===== src/rtl/mrd_mem_pkg.sv =====
`default_nettype none
// ============================================================================
//  Module      : mrd_mem_pkg (package)
//  Description : Shared types and constants for the DFT memory top and its
//                Source-stage output formatter: data/exponent widths, the
//                formatter FSM state type, the default FIFO entry layout and
//                a helper that maps a requested DFT length to a packet length.
//  Revision    : 1.0  initial release
// ============================================================================
package mrd_mem_pkg;

   // Native sample width of the memory top result path.
   localparam int c_data_w    = 18;
   // Native block-exponent width.
   localparam int c_exp_w     = 6;
   // DFT length field width.
   localparam int c_dftpts_w  = 12;
   // Default formatted output width.
   localparam int c_out_w     = 16;

   // Formatter framing state.
   typedef enum logic [0:0] {
      IDLE = 1'b0,
      RUN  = 1'b1
   } fmt_state_t;

   // FIFO entry layout for the default configuration; the formatter builds
   // its own parameter-sized entry with exactly this field order.
   typedef struct packed {
      logic                  sop;
      logic                  eop;
      logic [c_exp_w-1:0]    ex;
      logic [c_out_w-1:0]    re;
      logic [c_out_w-1:0]    im;
   } fmt_entry_t;

   // A requested length of zero frames a single-sample packet.
   function automatic logic [c_dftpts_w-1:0] fmt_len(input logic [c_dftpts_w-1:0] n);
      return (n == '0) ? c_dftpts_w'(1) : n;
   endfunction

endpackage
`default_nettype wire


===== src/rtl/mrd_sync_fifo.sv =====
`default_nettype none
// ============================================================================
//  Module      : mrd_sync_fifo
//  Description : Single-clock FIFO with registered full/empty flags and a
//                registered head (no fall-through). Capacity is 2**AW
//                entries; the head register mirrors the oldest stored entry,
//                which keeps its slot until it is read.
//  Ports       : clk, rst_n (sync, active low)
//                i_wr_en/i_wr_data  write request (ignored while full)
//                o_full             registered full flag
//                i_rd_ready         consumer ready
//                o_rd_valid/o_rd_data registered head
//  Revision    : 1.0  initial release
// ============================================================================
module mrd_sync_fifo #(
   parameter int W  = 8,
   parameter int AW = 4
) (
   input  logic          clk,
   input  logic          rst_n,
   input  logic          i_wr_en,
   input  logic [W-1:0]  i_wr_data,
   output logic          o_full,
   input  logic          i_rd_ready,
   output logic          o_rd_valid,
   output logic [W-1:0]  o_rd_data
);

   localparam int c_depth = 1 << AW;

   logic [W-1:0]  mem_q [c_depth];
   logic [AW-1:0] wr_ptr_q, wr_ptr_d;
   logic [AW-1:0] rd_ptr_q, rd_ptr_d;
   logic [AW:0]   count_q, count_d;
   logic          full_q, full_d;
   logic          empty_q, empty_d;
   logic          head_valid_q, head_valid_d;
   logic [W-1:0]  head_data_q, head_data_d;
   logic          wr, rd;

   always_comb begin
      wr = i_wr_en & ~full_q;
      rd = head_valid_q & i_rd_ready;

      wr_ptr_d = wr_ptr_q + AW'(wr);
      rd_ptr_d = rd_ptr_q + AW'(rd);
      count_d  = count_q + (AW+1)'(wr) - (AW+1)'(rd);
      full_d   = (count_d == (AW+1)'(c_depth));
      empty_d  = (count_d == '0);

      // The head only ever shows entries that were stored before this edge,
      // so a write into an empty FIFO surfaces one cycle later.
      head_valid_d = rd ? (count_q > (AW+1)'(1)) : ~empty_q;
      head_data_d  = head_valid_d ? mem_q[rd_ptr_d] : head_data_q;
   end

   always_ff @(posedge clk) begin
      if (wr) begin
         mem_q[wr_ptr_q] <= i_wr_data;
      end
   end

   always_ff @(posedge clk) begin
      if (!rst_n) begin
         wr_ptr_q     <= '0;
         rd_ptr_q     <= '0;
         count_q      <= '0;
         full_q       <= 1'b0;
         empty_q      <= 1'b1;
         head_valid_q <= 1'b0;
         head_data_q  <= '0;
      end else begin
         wr_ptr_q     <= wr_ptr_d;
         rd_ptr_q     <= rd_ptr_d;
         count_q      <= count_d;
         full_q       <= full_d;
         empty_q      <= empty_d;
         head_valid_q <= head_valid_d;
         head_data_q  <= head_data_d;
      end
   end

   assign o_full     = full_q;
   assign o_rd_valid = head_valid_q;
   assign o_rd_data  = head_data_q;

endmodule
`default_nettype wire


===== src/rtl/mrd_source_fmt.sv =====
`default_nettype none
// ============================================================================
//  Module      : mrd_source_fmt
//  Description : Output formatter behind the DFT memory top Source stage.
//                Frames the valid/real/imag/exp stream into sop/eop packets
//                of dftpts samples, rescales each component with
//                round-half-up and saturation, and buffers the result in a
//                FIFO so the consumer may apply ready backpressure. The
//                source cannot stall, so a full FIFO drops the sample and
//                raises a sticky ovf_drop.
//  Ports       : clk, rst_n (sync, active low)
//                dftpts, in_valid, in_real, in_imag, in_exp   source side
//                out_ready, out_valid, out_sop, out_eop,
//                out_real, out_imag, out_exp                  stream side
//                busy, ovf_drop, sat_flag                     status
//  Revision    : 1.0  initial release
// ============================================================================
module mrd_source_fmt
   import mrd_mem_pkg::*;
#(
   parameter int IN_W    = c_data_w,
   parameter int OUT_W   = 16,
   parameter int RSHIFT  = 2,
   parameter int EXP_W   = c_exp_w,
   parameter int FIFO_AW = 4
) (
   input  logic                  clk,
   input  logic                  rst_n,
   input  logic [11:0]           dftpts,
   input  logic                  in_valid,
   input  logic [IN_W-1:0]       in_real,
   input  logic [IN_W-1:0]       in_imag,
   input  logic [EXP_W-1:0]      in_exp,
   input  logic                  out_ready,
   output logic                  out_valid,
   output logic                  out_sop,
   output logic                  out_eop,
   output logic [OUT_W-1:0]      out_real,
   output logic [OUT_W-1:0]      out_imag,
   output logic [EXP_W-1:0]      out_exp,
   output logic                  busy,
   output logic                  ovf_drop,
   output logic                  sat_flag
);

   typedef struct packed {
      logic               sop;
      logic               eop;
      logic [EXP_W-1:0]   ex;
      logic [OUT_W-1:0]   re;
      logic [OUT_W-1:0]   im;
   } entry_t;

   localparam int c_entry_w  = $bits(entry_t);
   localparam int c_max_i    = (1 << (OUT_W-1)) - 1;
   localparam int c_round_i  = (RSHIFT > 0) ? (1 << ((RSHIFT > 0) ? RSHIFT-1 : 0)) : 0;
   localparam logic signed [IN_W:0] c_max   = (IN_W+1)'(c_max_i);
   localparam logic signed [IN_W:0] c_min   = (IN_W+1)'(-c_max_i - 1);
   localparam logic signed [IN_W:0] c_round = (IN_W+1)'(c_round_i);

   // ------------------------------------------------------------------
   // Packet framing
   // ------------------------------------------------------------------
   fmt_state_t       state_q, state_d;
   logic [11:0]      cnt_q, cnt_d;
   logic [11:0]      len_q, len_d;
   logic [EXP_W-1:0] exp_l_q, exp_l_d;
   logic [11:0]      len_now;
   logic             cur_sop, cur_eop;
   logic [EXP_W-1:0] cur_exp;

   always_comb begin
      state_d = state_q;
      cnt_d   = cnt_q;
      len_d   = len_q;
      exp_l_d = exp_l_q;
      len_now = fmt_len(dftpts);
      cur_sop = 1'b0;
      cur_eop = 1'b0;
      cur_exp = exp_l_q;
      case (state_q)
         IDLE: begin
            // The first sample uses the live length/exponent; they are
            // latched for the rest of the packet.
            cur_sop = 1'b1;
            cur_eop = (len_now == 12'd1);
            cur_exp = in_exp;
            if (in_valid) begin
               len_d   = len_now;
               exp_l_d = in_exp;
               if (len_now != 12'd1) begin
                  state_d = RUN;
                  cnt_d   = 12'd1;
               end else begin
                  cnt_d   = 12'd0;
               end
            end
         end
         RUN: begin
            cur_eop = (cnt_q == len_q - 12'd1);
            if (in_valid) begin
               if (cur_eop) begin
                  state_d = IDLE;
                  cnt_d   = 12'd0;
               end else begin
                  cnt_d   = cnt_q + 12'd1;
               end
            end
         end
         default: begin
            state_d = IDLE;
            cnt_d   = 12'd0;
         end
      endcase
   end

   // ------------------------------------------------------------------
   // Rounding and saturation, one instance per component
   // ------------------------------------------------------------------
   logic [IN_W-1:0]  comp_in  [2];
   logic [OUT_W-1:0] comp_out [2];
   logic             comp_sat [2];

   assign comp_in[0] = in_real;
   assign comp_in[1] = in_imag;

   for (genvar gi = 0; gi < 2; gi++) begin : g_comp
      logic signed [IN_W:0] ext;
      logic signed [IN_W:0] sum;
      logic signed [IN_W:0] shr;

      // One guard bit keeps the rounding add from wrapping at the top.
      always_comb begin
         ext          = {comp_in[gi][IN_W-1], comp_in[gi]};
         sum          = ext + c_round;
         shr          = sum >>> RSHIFT;
         comp_sat[gi] = 1'b0;
         comp_out[gi] = shr[OUT_W-1:0];
         if (shr > c_max) begin
            comp_sat[gi] = 1'b1;
            comp_out[gi] = c_max[OUT_W-1:0];
         end else if (shr < c_min) begin
            comp_sat[gi] = 1'b1;
            comp_out[gi] = c_min[OUT_W-1:0];
         end
      end
   end

   // ------------------------------------------------------------------
   // Format register and sticky flags
   // ------------------------------------------------------------------
   logic   fmt_valid_q, fmt_valid_d;
   entry_t fmt_data_q, fmt_data_d;
   logic   sat_q, sat_d;
   logic   ovf_q, ovf_d;
   logic   fifo_full;

   always_comb begin
      fmt_valid_d = in_valid;
      fmt_data_d  = fmt_data_q;
      if (in_valid) begin
         fmt_data_d = '{sop: cur_sop,
                        eop: cur_eop,
                        ex:  cur_exp + EXP_W'(RSHIFT),
                        re:  comp_out[0],
                        im:  comp_out[1]};
      end
      sat_d = sat_q | (in_valid & (comp_sat[0] | comp_sat[1]));
      // Framing has already moved on for a dropped sample, so later
      // sop/eop tags stay on their true indices.
      ovf_d = ovf_q | (fmt_valid_q & fifo_full);
   end

   always_ff @(posedge clk) begin
      if (!rst_n) begin
         state_q     <= IDLE;
         cnt_q       <= '0;
         len_q       <= '0;
         exp_l_q     <= '0;
         fmt_valid_q <= 1'b0;
         fmt_data_q  <= '0;
         sat_q       <= 1'b0;
         ovf_q       <= 1'b0;
      end else begin
         state_q     <= state_d;
         cnt_q       <= cnt_d;
         len_q       <= len_d;
         exp_l_q     <= exp_l_d;
         fmt_valid_q <= fmt_valid_d;
         fmt_data_q  <= fmt_data_d;
         sat_q       <= sat_d;
         ovf_q       <= ovf_d;
      end
   end

   // ------------------------------------------------------------------
   // Output buffer
   // ------------------------------------------------------------------
   logic [c_entry_w-1:0] head_raw;
   entry_t               head;

   mrd_sync_fifo #(
      .W  (c_entry_w),
      .AW (FIFO_AW)
   ) u_fifo (
      .clk        (clk),
      .rst_n      (rst_n),
      .i_wr_en    (fmt_valid_q),
      .i_wr_data  (fmt_data_q),
      .o_full     (fifo_full),
      .i_rd_ready (out_ready),
      .o_rd_valid (out_valid),
      .o_rd_data  (head_raw)
   );

   assign head     = head_raw;
   assign out_sop  = head.sop;
   assign out_eop  = head.eop;
   assign out_exp  = head.ex;
   assign out_real = head.re;
   assign out_imag = head.im;
   assign busy     = (state_q == RUN);
   assign ovf_drop = ovf_q;
   assign sat_flag = sat_q;

endmodule
`default_nettype wire


===== config.mk =====
export PLATFORM = sky130hd
export DESIGN_NAME = mrd_source_fmt
export DESIGN_NICKNAME = d
export VERILOG_FILES = /design/src/rtl/mrd_mem_pkg.sv /design/src/rtl/mrd_sync_fifo.sv /design/src/rtl/mrd_source_fmt.sv
export SDC_FILE = /design/constraint.sdc
export NUM_CORES = 1
export LEC_CHECK = 0
export BUFFER_PORTS_ARGS = -buffer_cell sky130_fd_sc_hd__buf_2
export CAP_MARGIN = 10
export CORE_MARGIN = 3
export CORE_UTILIZATION = 56
export CTS_CLUSTER_DIAMETER = 50
export DETAILED_ROUTE_END_ITERATION = 6
export PLACE_DENSITY = 0.81
export SLEW_MARGIN = 20
export SYNTH_ARGS = -nofsm -noshare
export SYNTH_HDL_FRONTEND = slang
export SYNTH_SLANG_ARGS = --single-unit

===== constraint.sdc =====
create_clock -name clk -period 4.4 [get_ports clk]
set_clock_uncertainty 0.1 [all_clocks]
set_input_delay 0.66 -clock clk [delete_from_list [all_inputs] [get_ports clk]]
set_output_delay 0.66 -clock clk [all_outputs]
set_load 0.05 [all_outputs]

==> run metrics, run 1 <==
status=finished, final reports clean; RSZ-0062 raised after global routing=false; Layout area overhead=14.0%; layout cells sized above 1=26.1%; Num CTS Buffers=78; post-CTS setup repair buffer count=0; Yosys cell types=67; period utilization=73.9%; gr usage total=25.7%; r2r endpoint=u_fifo.o_rd_data[10]$_SDFFE_PN0P_; remaining antenna violation count after routing=0; DR DRC count=0; hold buffers post-CTS=0; R2R Setup Slk=1.15 ns; sequential share of the synthesized area=about 72%; initial core utilization=57.3%; ys flop type=edfxtp_1; fin cells=approximately 2500; num rows=84; cell depth of the worst flop-to-flop path=8; CP bufs+invs=2; clock power share=about 36%; worst slew pin tran=1.08 ns; Psw=4.77 mW; CTS H-tree lvls=3; Flop pwr share=between 40 and 50%; worst min-delay path startpoint=in_exp[0]; first-pass GRT wire length=around 110000 µm; Post-Route WL=71700 µm; WL/cell=28.2 µm; antenna violations before repair=2; most frequent cells in the layout=edfxtp_1 (640), mux4_2 (189), dfxtp_1 (130), buf_2 (99), nor2_1 (95); Leak=11.7 nW; Critical Path End Type=flop; crit-path cells=and2_1 > ha_4 > buf_12 > buf_12 > mux4_2 > mux4_2 > mux2i_1 > nor2_1; Yosys reg bits=770; port buffer count=99; commonest non-fill, non-tap cell in the layout=edfxtp_1; worst hold endpoint=exp_l_q[0]$_SDFFE_PN0P_; RR Startpoint=u_fifo.o_rd_valid$_SDFF_PN0_; logic gate share of total power=approximately 18%; Net Sw Frac=between 20% and 30%; I/O pin cnt=between 100 and 150; CTS max path bufs=3; die height=239 µm; placed inst area=about 32000 µm²; clock root buffer master=clkbuf_16; Post-synth EDFFs=640; maximum clock rate=308 MHz; Fin. Hold Viols=0; slowest stage delay, CP=~0.6 ns; die width=between 200 and 250 µm; Synth Net Count=~1700; Max Cap Violations=0; final worst path period need=around 3.2 ns; slowest cell on the critical path=ha_4; GP Congestion=0.814; critical setup path kind=flop to flop; CTS tree=done; setup TNS=0 ns; Post-DP HPWL=between 30000 and 40000 µm; grt ovf=0; Total Power=between 15 and 20 mW; yosys warns=0; final instance area=34700 µm²; CP required=around 4.8 ns; async set-or-reset flop fraction in the synthesized netlist=0%; Mapped Area=30500 µm²; Setup crit start kind=flop; PwrDens=527 nW/µm²; largest net degree at the start of global routing=41; Max transition margin=28.0%; initial drt markers=1813; vias in the first global route=approximately 17000; worst vdd ir=0.300 mV; Worst-Skew Late Latency=0.62 ns; Top delay family on crit path=multiplexers; max-slew violation count=0; hold slack=around 0.21 ns; Die Area=57200 µm²; via count=16400; Clock Sinks=770; Hold Crit Depth=3; DP Cell Count=2395; final setup fails=0; Worst Path Max Fanout=21; worst min path class=primary input to flop; TritonRoute pass-1 iters=5; # resized after CTS=0; Vias/cell=roughly 6.5; Syn Inst Count=roughly 1600; Mean Syn Cell Area=18.5 µm²; cell internal pwr=13.5 mW; core region area=~53000 µm²; Clock Pin Slew Worst Setup and Hold Paths=0.06 ns; nets@finish=about 1900; CP arrival=around 3.6 ns
## per-stage QoR
stage          worst slack, ns  util, %
6_report                  1.15     65.3
5_1_grt                   1.00     65.3
4_1_cts                   1.10     65.3
3_5_place_dp             0.706     60.4
3_3_place_gp             0.774     60.4
2_1_floorplan            0.284        -
## power by group through the flow
stage	sequential, mW	combinational, mW	clock [mW]
after CTS	8.47	3.27	6.70
after global placement	8.59	3.15	0
after floorplan	8.97	2.04	0
final	8.47	3.23	6.60
after detailed placement	8.62	3.22	0
after global routing	8.51	3.43	6.98
## tightest hold or removal path, stage by stage
cell and delay [ns]:
buf_2 0.10, nand2_1 0.05, a21oi_1 0.05
## cells by family (layout without fill, tap and decap cells)
kind of cell | Yosys count | in the layout | share of synthesized area [%]
fa+ha+maj | 19 | 19 | 0.805
compound gates | 144 | 144 | 2.97
buf+inv | 119 | 326 | 1.90
simple gates | 292 | 292 | 4.66
xor+xnor | 49 | 49 | 1.41
mux | 252 | 252 | 16.6
flops | 770 | 770 | 71.6
other cells | 0 | 3 | 0
## state kept, by name, summed over array words and instances, names as in the netlist, 4 cells and up
signal / cells
u_fifo.mem_q: 640
fmt_data_q: 40
u_fifo.o_rd_data: 40
cnt_q: 12
len_q: 12
exp_l_q: 6
u_fifo.count_q: 5
u_fifo.rd_ptr_q: 4
u_fifo.wr_ptr_q: 4
## metal layers
metal	share of wire (%)	global-route usage [%]
met1	38	34.8
met2	50	42.5
met3	9.0	5.02
met4	3.2	8.83
met5	0	0
## Yosys cell counts, drive strengths merged (30+ instances only)
cell type  number  area (µm²)
a21oi          56         280
buf            32         251
clkbuf         55         206
dfxtp         130        2600
edfxtp        640       19200
inv            32         120
mux2i          51         510
mux4          200        4550
nand2          65         244
nor2          107         402
o21ai          33         165
xnor2          30         263
## how the worst max path moves through the flow
stage | start | end | cells after the start
detailed placement | out_ready | u_fifo.o_rd_data[2]$_SDFFE_PN0P_ | 9
finish | u_fifo.o_rd_valid$_SDFF_PN0_ | u_fifo.o_rd_data[10]$_SDFFE_PN0P_ | 8
global placement | out_ready | u_fifo.o_rd_data[9]$_SDFFE_PN0P_ | 9
CTS | u_fifo.o_rd_valid$_SDFF_PN0_ | u_fifo.o_rd_data[10]$_SDFFE_PN0P_ | 8
floorplan | fmt_valid_q$_SDFF_PN0_ | u_fifo.mem_q[8][0]$_DFFE_PP_ | 3
global route | u_fifo.o_rd_valid$_SDFF_PN0_ | u_fifo.o_rd_data[10]$_SDFFE_PN0P_ | 8
## final cells by class
type	count	area, µm²
multi-input combinational	756	8240
sequential	770	21800
clock inverter	37	388
tap	688	861
timing repair buffer	149	1100
inverter	32	120
fill	3383	18500
antenna	3	7.51
clock buffer	108	2190
No activity file was read; power rests on OpenSTA's default activity.
==> run 2: changes to the inputs <==
clock period = 2.9 ns   (was 4.4 ns; I/O delays follow)
==> run 2 against run 1 <==
  * Combinational power grew 61%
  * Cell area grew 2.0%
  * Critical path depth grew 5
  * Via count grew 1.9%
  * Final cell count grew 2.0%
  * Sequential power grew 52%
  * First-iteration DRC count grew 4.6%
  * Fmax grew 17%
  * Die area is the same
  * Routed wire length grew 3.1%
  * Core utilization grew 1.3 points
  * Largest power group unchanged
==> run metrics, run 2 (synthesized netlist as in run 1, its figures left out) <==
status=finished, final reports clean; critical setup path kind=flop to flop; r2r endpoint=u_fifo.o_full$_SDFF_PN0_; commonest non-fill, non-tap cell in the layout=edfxtp_1; Fin. Hold Viols=0; Die Area=57200 µm²; cell depth of the worst flop-to-flop path=13; nets@finish=around 1900; port buffer count=99; RR Startpoint=u_fifo.o_rd_valid$_SDFF_PN0_; Vias/cell=about 6.5; vias in the first global route=17300; Clock Sinks=770; initial core utilization=57.3%; Num CTS Buffers=78; Critical Path End Type=flop; most frequent cells in the layout=edfxtp_1 (640), mux4_2 (189), dfxtp_1 (130), buf_2 (99), nor2_1 (95); worst vdd ir=0.438 mV; grt ovf=0; RSZ-0062 raised after global routing=false; worst hold endpoint=fmt_data_q[30]$_SDFFE_PN0P_; die width=between 200 and 250 µm; period utilization=between 90 and 100%; post-route worst setup slack=roughly 0.11 ns; I/O pin cnt=102; crit-path cells=and2_2 > buf_4 > ha_1 > inv_1 > ha_1 > inv_1 > fa_1 > nor2_1 > nor2_1 > o21bai_1 > xnor2_1 > and2_1 > and3_1; PwrDens=790 nW/µm²; slowest cell on the critical path=fa_1; antenna violations before repair=0; Setup crit start kind=flop; R2R Setup Slk=0.11 ns; Max transition margin=roughly 53%; worst slew pin tran=0.704 ns; TritonRoute pass-1 iters=5; CP required=3.31 ns; CTS tree=done; maximum clock rate=~360 MHz; Most flops, register=u_fifo.mem_q; GP Congestion=0.819; Max Cap Violations=0; Top delay family on crit path=adder cells; Fill cells=3277; setup TNS=0 ns; max FFs per register=640; num rows=84; DR DRC count=0; Post-DP HPWL=40300 µm; CP arrival=3.19 ns; worst min-delay path startpoint=in_real[16]; Post-Route WL=73900 µm; largest net degree at the start of global routing=47; layout cells sized above 1=27.7%; via count=16800; Leak=12.0 nW; CTS max path bufs=3; slowest stage delay, CP=0.40 ns; worst min path class=primary input to flop; clock root buffer master=clkbuf_16; CP bufs+invs=3; worst slack, placed=-0.0757 ns; WL/cell=28.5 µm; remaining antenna violation count after routing=0; post-CTS setup repair buffer count=0; die height=239 µm; core region area=roughly 53000 µm²; first-pass GRT wire length=between 100000 and 150000 µm; final worst path period need=2.79 ns; initial drt markers=1897; Layout area overhead=16.3%; Clock Pin Slew Worst Setup and Hold Paths=0.06 ns; Hold Crit Depth=4; gr usage total=between 20% and 30%; max-slew violation count=0; CTS H-tree lvls=3; Worst-Skew Late Latency=0.62 ns; Worst Path Max Fanout=3; final setup fails=0
run 2: worst min-delay path, stage by stage:
cell and delay (ns):
buf_2 0.10, xnor2_1 0.07, nand2_1 0.05, a21oi_1 0.05
run 2: layer usage:
metal  wire length (µm)  share of wire (%)  up-vias  GRT usage, %
met3               7210                9.8      190          5.54
met5                  0                  0        -             0
met1              27300                 37     8614          35.4
met2              36800                 50      974          43.3
li1                   -                  -     6982             -
met4               2610                3.5        0          10.3
run 2: power breakdown:
part           internal (mW)  total [mW]  switching (mW)
Combinational           2.40        5.19            2.79
Sequential              12.5        12.9           0.403
Clock                   5.69        9.94            4.24
Total                   20.6        28.0            7.44
run 2: how the worst max path moves through the flow:
stage	start	to	cells after the start
finish	u_fifo.o_rd_valid$_SDFF_PN0_	u_fifo.o_full$_SDFF_PN0_	13
global route	u_fifo.o_rd_valid$_SDFF_PN0_	u_fifo.o_full$_SDFF_PN0_	13
CTS	u_fifo.o_rd_valid$_SDFF_PN0_	u_fifo.o_full$_SDFF_PN0_	13
detailed placement	out_ready	u_fifo.o_rd_data[31]$_SDFFE_PN0P_	9
global placement	out_ready	u_fifo.o_rd_data[26]$_SDFFE_PN0P_	9
floorplan	fmt_valid_q$_SDFF_PN0_	u_fifo.mem_q[1][0]$_DFFE_PP_	3
run 2: final cells by class:
class | instances | area (µm²) | area share [%]
multi-input cells | 756 | 8260 | 23.3
repair buffers | 202 | 1830 | 5.15
inverters | 32 | 121 | 0.343
clock buffers | 109 | 2150 | 6.06
diodes | 1 | 2.50 | 0.00707
clock inverters | 36 | 377 | 1.06
flip-flops and latches | 770 | 21800 | 61.6
well taps | 688 | 861 | 2.43
run 2: metrics by stage:
| step | utilization [%] | cell area, µm² | std cells | power, mW | hold WS (ns) |
|---|---|---|---|---|---|
| floorplan | - | 30500 | 1645 | 16.7 | 0.333 |
| global placement | 61.5 | 32700 | 2432 | 18.0 | 0.341 |
| detailed placement | 61.5 | 32700 | 2432 | 18.2 | 0.347 |
| CTS | 66.6 | 35400 | 2593 | 28.2 | 0.00561 |
| global route | 66.6 | 35400 | 2593 | 28.9 | 0.0317 |
| finish | 66.6 | 35400 | 2594 | 28.0 | 0.0394 |
run 2: what timing repair did:
action,CTS,global route
gates resized for setup,0,2
hold buffers,16,0
setup endpoints to repair,0,3
hold endpoints to repair,16,0
